### config.mk
export PLATFORM = sky130hd
export DESIGN_NAME = io_bus_fabric
export DESIGN_NICKNAME = d
export VERILOG_FILES = /design/src/rtl/io_bus_fabric.sv
export SDC_FILE = /design/constraint.sdc
export NUM_CORES = 1
export LEC_CHECK = 0
export ABC_CLOCK_PERIOD_IN_PS = 2850
export CAP_MARGIN = 20
export CORE_UTILIZATION = 39
export CTS_BUF_LIST = sky130_fd_sc_hd__clkbuf_4 sky130_fd_sc_hd__clkbuf_8
export DETAILED_ROUTE_END_ITERATION = 8
export GPL_TIMING_DRIVEN = 0
export PLACE_DENSITY = 0.77
export SLEW_MARGIN = 5
export SYNTH_ARGS = -nofsm -noshare
export SYNTH_HDL_FRONTEND = slang
export SYNTH_SLANG_ARGS = --single-unit
### constraint.sdc
create_clock -name clk -period 2.85 [get_ports clk]
set_clock_uncertainty 0.15 [all_clocks]
set_input_delay 0.57 -clock clk [delete_from_list [all_inputs] [get_ports clk]]
set_output_delay 0.57 -clock clk [all_outputs]
set_load 0.05 [all_outputs]
### src/rtl/io_bus_fabric.sv
// I/O bus fabric: decodes core I/O requests onto one-hot device selects with
// held strobes, waits for a per-device acknowledge, and aborts on timeout.
module io_bus_fabric #(
    parameter int unsigned N_DEV   = 5,
    parameter logic [10:0] TOP_ID  = 11'h7FF,
    parameter int unsigned DW      = 16,
    parameter int unsigned TIMEOUT = 255
) (
    input  logic                  clk,
    input  logic                  reset_n,
    input  logic                  clk_en,
    input  logic [15:0]           io_addr,
    input  logic [DW-1:0]         io_wdata,
    input  logic                  io_read_req,
    input  logic                  io_write_req,
    output logic                  io_busy,
    output logic [DW-1:0]         io_rdata,
    output logic                  io_rdata_valid,
    output logic                  bus_error,
    input  logic                  err_clear,
    output logic [N_DEV-1:0]      dev_sel,
    output logic [3:0]            dev_offset,
    output logic                  dev_read,
    output logic                  dev_write,
    output logic [DW-1:0]         dev_wdata,
    input  logic [N_DEV*DW-1:0]   dev_rdata,
    input  logic [N_DEV-1:0]      dev_ack
);

    typedef enum logic [1:0] {
        S_IDLE,
        S_ACCESS,
        S_RESP
    } state_t;

    state_t           r_state;
    logic [N_DEV-1:0] r_sel;
    logic [3:0]       r_offset;
    logic             r_read;
    logic             r_write;
    logic [DW-1:0]    r_wdata;
    logic [DW-1:0]    r_rdata;
    logic             r_rdata_valid;
    logic             r_bus_error;
    logic [15:0]      r_cnt;

    logic [10:0]      w_id;
    logic [10:0]      w_diff;
    logic             w_mapped;
    logic [N_DEV-1:0] w_dec;
    logic             w_ack;
    logic [DW-1:0]    w_slice;
    logic             w_expire;
    logic             w_timeout;
    logic             w_unused;

    assign w_id     = io_addr[14:4];
    assign w_diff   = TOP_ID - w_id;
    assign w_unused = io_addr[15];

    // Device k answers to TOP_ID-k; anything outside that window is unmapped.
    always_comb begin
        w_mapped = (w_id <= TOP_ID) && (32'(w_diff) < N_DEV);
        w_dec    = '0;
        for (int unsigned k = 0; k < N_DEV; k++) begin
            w_dec[k] = w_mapped && (32'(w_diff) == k);
        end
    end

    // Only the selected device's ack and read data are visible.
    always_comb begin
        w_ack   = 1'b0;
        w_slice = '0;
        for (int unsigned k = 0; k < N_DEV; k++) begin
            w_ack   = w_ack | (r_sel[k] & dev_ack[k]);
            w_slice = w_slice | ({DW{r_sel[k]}} & dev_rdata[k*DW +: DW]);
        end
    end

    assign w_expire  = (r_cnt == 16'(TIMEOUT - 1));
    assign w_timeout = (r_state == S_ACCESS) && !w_ack && w_expire;

    always_ff @(posedge clk or negedge reset_n) begin
        if (!reset_n) begin
            r_state       <= S_IDLE;
            r_sel         <= '0;
            r_offset      <= '0;
            r_read        <= 1'b0;
            r_write       <= 1'b0;
            r_wdata       <= '0;
            r_rdata       <= '0;
            r_rdata_valid <= 1'b0;
            r_bus_error   <= 1'b0;
            r_cnt         <= '0;
        end else if (clk_en) begin
            r_rdata_valid <= 1'b0;
            case (r_state)
                S_IDLE: begin
                    if (io_read_req || io_write_req) begin
                        r_offset <= io_addr[3:0];
                        r_wdata  <= io_wdata;
                        if (w_mapped) begin
                            r_sel   <= w_dec;
                            r_write <= io_write_req;
                            r_read  <= !io_write_req;
                            r_state <= S_ACCESS;
                        end else begin
                            if (!io_write_req) begin
                                r_rdata       <= '1;
                                r_rdata_valid <= 1'b1;
                            end
                            r_state <= S_RESP;
                        end
                    end
                end
                S_ACCESS: begin
                    // Ack is checked before expiry so a last-cycle ack still succeeds.
                    if (w_ack) begin
                        r_sel   <= '0;
                        r_read  <= 1'b0;
                        r_write <= 1'b0;
                        if (r_read) begin
                            r_rdata       <= w_slice;
                            r_rdata_valid <= 1'b1;
                        end
                        r_state <= S_RESP;
                    end else if (w_expire) begin
                        r_sel   <= '0;
                        r_read  <= 1'b0;
                        r_write <= 1'b0;
                        if (r_read) begin
                            r_rdata       <= '1;
                            r_rdata_valid <= 1'b1;
                        end
                        r_state <= S_RESP;
                    end else begin
                        r_cnt <= r_cnt + 16'd1;
                    end
                end
                S_RESP: begin
                    r_cnt   <= '0;
                    r_state <= S_IDLE;
                end
                default: begin
                    r_state <= S_IDLE;
                end
            endcase

            if (w_timeout) begin
                r_bus_error <= 1'b1;
            end else if (err_clear) begin
                r_bus_error <= 1'b0;
            end
        end
    end

    assign io_busy        = (r_state == S_ACCESS);
    assign io_rdata       = r_rdata;
    assign io_rdata_valid = r_rdata_valid;
    assign bus_error      = r_bus_error;
    assign dev_sel        = r_sel;
    assign dev_offset     = r_offset;
    assign dev_read       = r_read;
    assign dev_write      = r_write;
    assign dev_wdata      = r_wdata;

endmodule
# Word level (Yosys, flattened, before mapping)
# Cells that the tools add are included.
# Widths: inputs -> output; s select.
# op_classes
magnitude_cmp	2
n_addsub	2
reduce_logical	22
n_eq_ne	16
muxes	38
bitwise	18
# ops
op	count
$mux 16	9
$and 16x16->16	5
$or 16x16->16	4
$pmux 16 s2	2
$eq 11x2->1 const B	2
$mux 5	4
$add 16x1->16 const B	1
$eq 16x8->1 const B	1
$mux 1	14
$ne 2x2->1 const B	6
$eq 11x1->1 const B	1
$eq 11x3->1 const B	1
$le 11x11->1 const B	1
$logic_not 11->1	1
$lt 11x3->1 const B	1
$sub 11x11->11 const A	1
$pmux 5 s2	1
$logic_and 1x1->1	8
$mux 2	4
$reduce_and 8->1	1
$ne 3x3->1 const B	2
$pmux 1 s2	3
$reduce_and 3->1	2
$reduce_bool 2->1	3
12 further kinds	20
# totals
register_bits	63
wordCells	108
output_inout_bits	46
input_bits	123

# Logic depth before layout (Yosys ltp)
# Gate-level depths: netlist of the first run.
# logic_depth
ltp_word	10
mapped_depth	10
ltp_nobuf	7

# Least setup slack after synthesis of the first run
# Ideal clock, no wire load.
# synth_timing
kind	register -> register
startpoint	register r_sel[0], in the netlist dev_sel[0]
endpoint	register r_rdata[10], in the netlist io_rdata[10]
n_path_buf	2
required_ps	2575
t_arrival_ps	2383
path_slack_ps	192
setup_ps	125
path_stages_with_launch	8
synth_period_minus_slack_ps	2658
cell_sequence	dfrtp_1 > buf_6 > a222oi_1 > a311oi_1 > a31oi_4 > nand3b_4 > buf_6 > mux2_4
# synth_between
elab_chain_len	8
elab_cells_between_ends	16
cone_classes	2 x eq/ne; 3 x mux; 10 x bitwise; 1 x reduce/logical
# synth_lines
item	line	text
start, declared	37	logic [N_DEV-1:0] r_sel;
start signal, assigned	103	r_sel <= w_dec;
$and 16x16->16	76	w_slice = w_slice | ({DW{r_sel[k]}} & dev_rdata[k*DW +: DW]);
$or 16x16->16 (4 in series)	76	
$mux 16	122	if (r_read) begin
$mux 16	118	if (w_ack) begin
$pmux 16 s2	97	case (r_state)
end signal, assigned	123	r_rdata <= w_slice;
end, declared	42	logic [DW-1:0] r_rdata;
# Several ways; a longest one is shown, not always the timed one. The select of a mux whose other input is x is not followed.
# A chain may end at the register's enable or synchronous reset.

# Worst setup path in the final report of the first run
# layout_timing
startpoint	register r_cnt[0]
endpoint	register r_rdata[13], in the netlist io_rdata[13]
# layout_between
elab_chain_len	3
elab_cells_between_ends	4
cone_classes	3 x eq/ne; 1 x reduce/logical
# layout_lines
item	line	text
start, declared	45	logic [15:0] r_cnt;
start signal, assigned	137	r_cnt <= r_cnt + 16'd1;
$eq 16x8->1 *	80	assign w_expire = (r_cnt == 16'(TIMEOUT - 1));
$ne 3x3->1 (no source line) / $ne 3x1->1 (equally long branches)	-	
$reduce_and 8->1 (no source line) *	-	
# Mark *: on every way between the ends. The rest lies on a longest branch, timed or not.

==> impl_metrics.toml, run 1 <==
[grt]
first_global_vias = 3681
busiest_layer = "met2"
grt_pass1_wl_um = 18900
grt_overflow_total = 0
grt.met2_usage_pct = 43.8
grt_max_degree = 64
grt_usage_pct = 25.3
grt_use_met3_pct = 7.12
grt_use_met1_pct = 30.5
antenna_found_initial = 0

[clocking]
clock_path_buffers = 2
cts_tree = "built"
clkSinkCount = 63
cts_root_buf = "clkbuf_8"
cts_inserted_buffers = 9
htreeDepth = 3
clk_latency_ps = 340
cts_hold_buf = 0
path_clk_slew_ps = 70

[die]
start_util_pct = 40.4
rows = 34
die_w_um = 97.1
die-area_sq_um = 9420
die_h_um = 97.1
core_area_sq_um = 8720
ios = 169

[final_layout]
diodes = 0
nets = 631
drive_gt1_share_pct = 14.6
syn2layout_area_growth_pct = 58.3
multi_input_area_sq_um = 1830
final_cell_count_no_fill = 616
nFillCells = 714
seq_area_sq_um = 1580

[yosys]
async_flop_share_pct = 100
synth-edff-count = 0
syn_nets = 456
yosys-top-cells-area = "dfrtp_1, mux2_2, a222oi_1"
ys_types = 47
syn_area_sq_um = 3530
yosysWarnings = 0
synth.most_common_cell = "dfrtp_1"
ys_seq_area_share_pct = 44.7
ys_ff_latch = 63
yosys-top-cells-count = "dfrtp_1, mux2_2, nand3_1"
synth_area_per_cell_sq_um = 10.7
syn_inst = 328
synth_top_cell_by_area = "dfrtp_1"
synth_top_area_share_pct = 44.7
ys.flop_type = "dfrtp_1"

[setup_path]
reg2reg_from = "r_cnt[0]$_DFFE_PN0P_"
end_kind = "register"
cp_max_fo = 10
arrival_ps = 2800
cp_data_required_time_ps = 2910
crit_path_start_kind = "register"
reg2reg_setup_slack_ps = 110
path_class = "register to register"
r2r_end = "io_rdata[13]$_DFFE_PN0P_"
reg2reg_depth = 8

[routing]
postRouteAntennaNets = 0
num_vias = 3520
remaining_drc_errors = 0
dr.pass1.iters = 5
via_per_inst = 5.71
wl_per_cell_um = 19.0
drt_iter0_drc = 284
routed_wl_um = 11700

[pwr]
finalPower_mw = 3.41
power_density_nw_per_um2 = 610
ir_drop_v = 0.000266
p_leak_nw = 2.15

[sta]
period_needed_ps = 2740
fin_ws_ps = 112
tightest_slew_ps = 804
slew_viol_final = 0
finalSetupViolations = 0
fin_tns_setup_ps = 0
hold_slack_ps = 155
rsz0062_at_grt = "false"
fin_crit_sh_pct = 96.1
max_slew_margin_pct = 46.4
final_hold_viol_count = 0
fmax_mhz = 365

[status]
status = "complete, no violations"

[flow_run]
cap_violations = 0

[place]
dp.final_hpwl_um = 8660
dp.cells = 602
port_buffers = 166
pre_cts_slack_ps = -344
gp_congestion = 0.929

[worst_hold_path]
min_path_type = "input port to asynchronous set/reset pin"
-- worst max path at each step --
stage	startpoint	depth (start not counted)	slack [ps]	end
finish	r_cnt[0]$_DFFE_PN0P_	8	110	io_rdata[13]$_DFFE_PN0P_
global route	r_cnt[0]$_DFFE_PN0P_	8	20	io_rdata[13]$_DFFE_PN0P_
global placement	reset_n	1	-1040	io_rdata[10]$_DFFE_PN0P_
detailed placement	io_addr[5]	7	-340	io_rdata[13]$_DFFE_PN0P_
floorplan	dev_sel[0]$_DFFE_PN0P_	7	190	io_rdata[10]$_DFFE_PN0P_
CTS	io_addr[5]	7	9	io_rdata[13]$_DFFE_PN0P_
-- through the flow --
step,area [sq um],util [%]
floorplan,3530,-
detailed placement,5320,61.0
global placement,5320,61.0
CTS,5560,63.8
finish,5580,64.0
global route,5580,64.0
-- cell families (layout without fill, tap and decap cells) --
kind of cell             count (synthesis)  after routing  synth area share [%]
AO/OA/AOI/OAI                           69             69                  15.4
flip-flops                              63             63                  44.7
multiplexers                            42             42                  14.4
buffers and inverters                   31            211                  4.05
AND/OR/NAND/NOR                        118            118                  19.7
adder cells (fa/ha/maj)                  5              5                  1.77
-- report_power, final --
part / internal, mW / switching (mW)
Clock: 0.584 / 0.374
Combinational: 0.535 / 0.722
Sequential: 1.05 / 0.137
Total: 2.17 / 1.23
-- worst max-delay path, stage by stage (launching register included) --
cell and delay (ps):
dfrtp_1 450, inv_1 90, ha_1 150, or4b_4 470
nor4_4 290, a31oi_4 200, nand3b_4 290, buf_6 220
mux2_4 310
-- area by class of cell --
type,count,share of cell area (%)
buffer,20,1.84
clock buffer,9,2.22
clock inverter,7,2.15
inverter,8,0.538
multi-input combinational,234,32.7
sequential,63,28.3
tap,108,2.42
timing repair buffer,167,29.9
-- sequential cells by signal, summed over array words and instances (netlist names) --
signal and count:
dev_wdata 16, io_rdata 16, r_cnt 16, dev_sel 5, dev_offset 4, r_state 2
bus_error 1, dev_read 1, dev_write 1, io_rdata_valid 1
-- cell usage in the layout, fill, tap and decap left out, drive strengths merged, types with 2 or more instances in the layout --
cell             n
inv              9
and4             2
nor3b            5
nand4            8
o31ai            4
clkinv           2
a21oi            3
clkbuf          22
nor4b            4
nand4b           2
nand3           29
clkdlybuf4s50  165
ha               5
a31oi            2
buf              9
and3             6
or4              5
a222oi          17
a211o            3
mux2i            2
o21ai           15
a22oi           17
bufinv           3
o211ai           2
nor3             2
dfrtp           63
nor2            12
nand3b           6
or3              4
mux2            40
nor4             5
nand2           23
or2              2
-- repair_timing --
action                     CTS  global route
buffers inserted             0             1
setup endpoints to repair    4            30
gates resized for setup      1             3
pin swaps                    2             2
-- layer usage --
| metal | share of wire, % | wire length, um |
|---|---|---|
| met2 | 50 | 5880 |
| met3 | 8.6 | 1010 |
| met4 | 1.8 | 214 |
| met5 | 0 | 0 |
| met1 | 39 | 4630 |
No activity file was read; power rests on OpenSTA's default activity.
==> inputs of run 2 (changes only) <==
--- a/config.mk
+++ b/config.mk
@@ -11,7 +11,7 @@
 export CTS_BUF_LIST = sky130_fd_sc_hd__clkbuf_4 sky130_fd_sc_hd__clkbuf_8
 export DETAILED_ROUTE_END_ITERATION = 8
 export GPL_TIMING_DRIVEN = 0
-export PLACE_DENSITY = 0.77
+export PLACE_DENSITY = 0.73
 export SLEW_MARGIN = 5
 export SYNTH_ARGS = -nofsm -noshare
 export SYNTH_HDL_FRONTEND = slang
==> impl_metrics.toml, run 2 (synthesis gave the netlist of run 1 again) <==
[clocking]
cts_inserted_buffers = 9
htreeDepth = 3
path_clk_slew_ps = 80
cts_root_buf = "clkbuf_8"
clk_latency_ps = 350
cts_hold_buf = 0
cts_tree = "built"
clock_path_buffers = 2
clkSinkCount = 63

[pwr]
power_density_nw_per_um2 = 599
finalPower_mw = 3.33
p_leak_nw = 2.14
combPwrFrac_pct = 37.7
cellInternalPower_mw = 2.08
netSwitchingFraction_pct = 37.4
p_sw_mw = 1.24
seq_power_share_pct = 35.8
pwr-share-clk_pct = 26.5
ir_drop_v = 0.000276

[sta]
finalSetupViolations = 0
max_slew_margin_pct = 45.5
tightest_slew_ps = 818
period_needed_ps = 2710
fin_crit_sh_pct = 95.1
slew_viol_final = 0
final_hold_viol_count = 0
hold_slack_ps = 173
rsz0062_at_grt = "false"
fin_tns_setup_ps = 0
fmax_mhz = 369
fin_ws_ps = 139

[routing]
dr.pass1.iters = 4
num_vias = 3546
remaining_drc_errors = 0
via_per_inst = 5.77
drt_iter0_drc = 242
wl_per_cell_um = 19.4
postRouteAntennaNets = 0
routed_wl_um = 12000

[die]
rows = 34
core_area_sq_um = 8720
die_w_um = 97.1
start_util_pct = 40.4
die_h_um = 97.1
ios = 169
die-area_sq_um = 9420

[setup_path]
arrival_ps = 2780
cp_data_required_time_ps = 2920
reg2reg_depth = 8
critical_path.top_delay_family = "simple AND/OR/NAND/NOR gates"
path_class = "register to register"
slowest_stage = "or4b_4"
crit_path_start_kind = "register"
path_cells = "inv_1 > ha_1 > or4b_4 > nor4_4 > a31oi_4 > nand3b_4 > buf_6 > mux2_4"
cp_max_fo = 10
end_kind = "register"
path_buf_inv = 2
crit_cells = 8
slowest_delay_ps = 480

[final_layout]
drive_gt1_share_pct = 14.4
final_util_pct = 63.7
final_cell_count_no_fill = 615
stdcell_area_sq_um = 5550
nets = 630
final_common_cell = "clkdlybuf4s50_1"
syn2layout_area_growth_pct = 57.5
layout_common_cells = "clkdlybuf4s50_1, dfrtp_1, mux2_2"
diodes = 0

[grt]
first_global_vias = 3603
grt_max_degree = 64
antenna_found_initial = 0
grt_pass1_wl_um = 19000
grt_overflow_total = 0
grt_usage_pct = 25.5

[worst_hold_path]
min_path_type = "input port to asynchronous set/reset pin"

[flow_run]
cap_violations = 0

[place]
dp.cells = 602
dp.final_hpwl_um = 8850
pre_cts_slack_ps = -349
gp_congestion = 0.812
dpl_cell_area_sq_um = 5320
port_buffers = 166

[status]
status = "complete, no violations"
[run 2: changes by cell type in the layout (fill, tap and decap cells not counted)]
cell | before | now
clkinvlp_4 | 1 | 0
nor3b_1 | 5 | 4
clkinv_2 | 1 | 2
ha_2 | 1 | 0
clkinv_4 | 1 | 2
ha_1 | 4 | 5
bufinv_16 | 3 | 2
clkbuf_2 | 1 | 0
nor3b_2 | 0 | 1
[run 2: per-layer routing]
layer  part of all wire (%)  GRT usage (%)  wire, um
met5                      0              0         0
met1                     40           31.9      4840
met2                     49           43.3      5880
met4                    2.0           8.73       237
met3                    8.4           6.04       999
[run 2: path summary, 6_finish.rpt]
| kind | start | end | slack, ps |
|---|---|---|---|
| setup / recovery | r_cnt[0]$_DFFE_PN0P_ | io_rdata[13]$_DFFE_PN0P_ | 140 |
| hold / removal | reset_n | r_cnt[11]$_DFFE_PN0P_ | 170 |
| setup reg to reg | r_cnt[0]$_DFFE_PN0P_ | io_rdata[13]$_DFFE_PN0P_ | 140 |
| hold reg to reg | bus_error$_DFFE_PN0P_ | bus_error$_DFFE_PN0P_ | 330 |
| max in group asynchronous | reset_n | dev_sel[0]$_DFFE_PN0P_ | 1850 |
| min in group clk | bus_error$_DFFE_PN0P_ | bus_error$_DFFE_PN0P_ | 330 |
[run 2: worst reg2reg max path, stage by stage, from the launching register on]
cell and delay, ps:
dfrtp_1 460, inv_1 90, ha_1 150, or4b_4 480
nor4_4 280, a31oi_4 200, nand3b_4 280, buf_6 220
mux2_4 300
[run 2: layout make-up]
class / count / area, sq um
repair buffers: 167 / 1670
multi-input cells: 234 / 1830
inverters: 8 / 30.0
fillers: 732 / 3170
clock inverters: 7 / 96.3
plain buffers: 19 / 97.6
clock buffers: 9 / 124
flip-flops and latches: 63 / 1580
well taps: 108 / 135
[run 2: power groups by stage]
| stage | clock network, mW | registers [mW] | logic (mW) |
|---|---|---|---|
| finish | 0.881 | 1.19 | 1.25 |
| global route | 0.924 | 1.21 | 1.32 |
| CTS | 0.895 | 1.19 | 1.26 |
| detailed placement | 0 | 1.21 | 1.25 |
| global placement | 0 | 1.20 | 1.24 |
| floorplan | 0 | 1.58 | 0.353 |
[run 2: repair_timing]
item                       4_1_cts  5_1_grt
setup buffers                    0        1
setup endpoints to repair        0       30
resized for setup                0        3
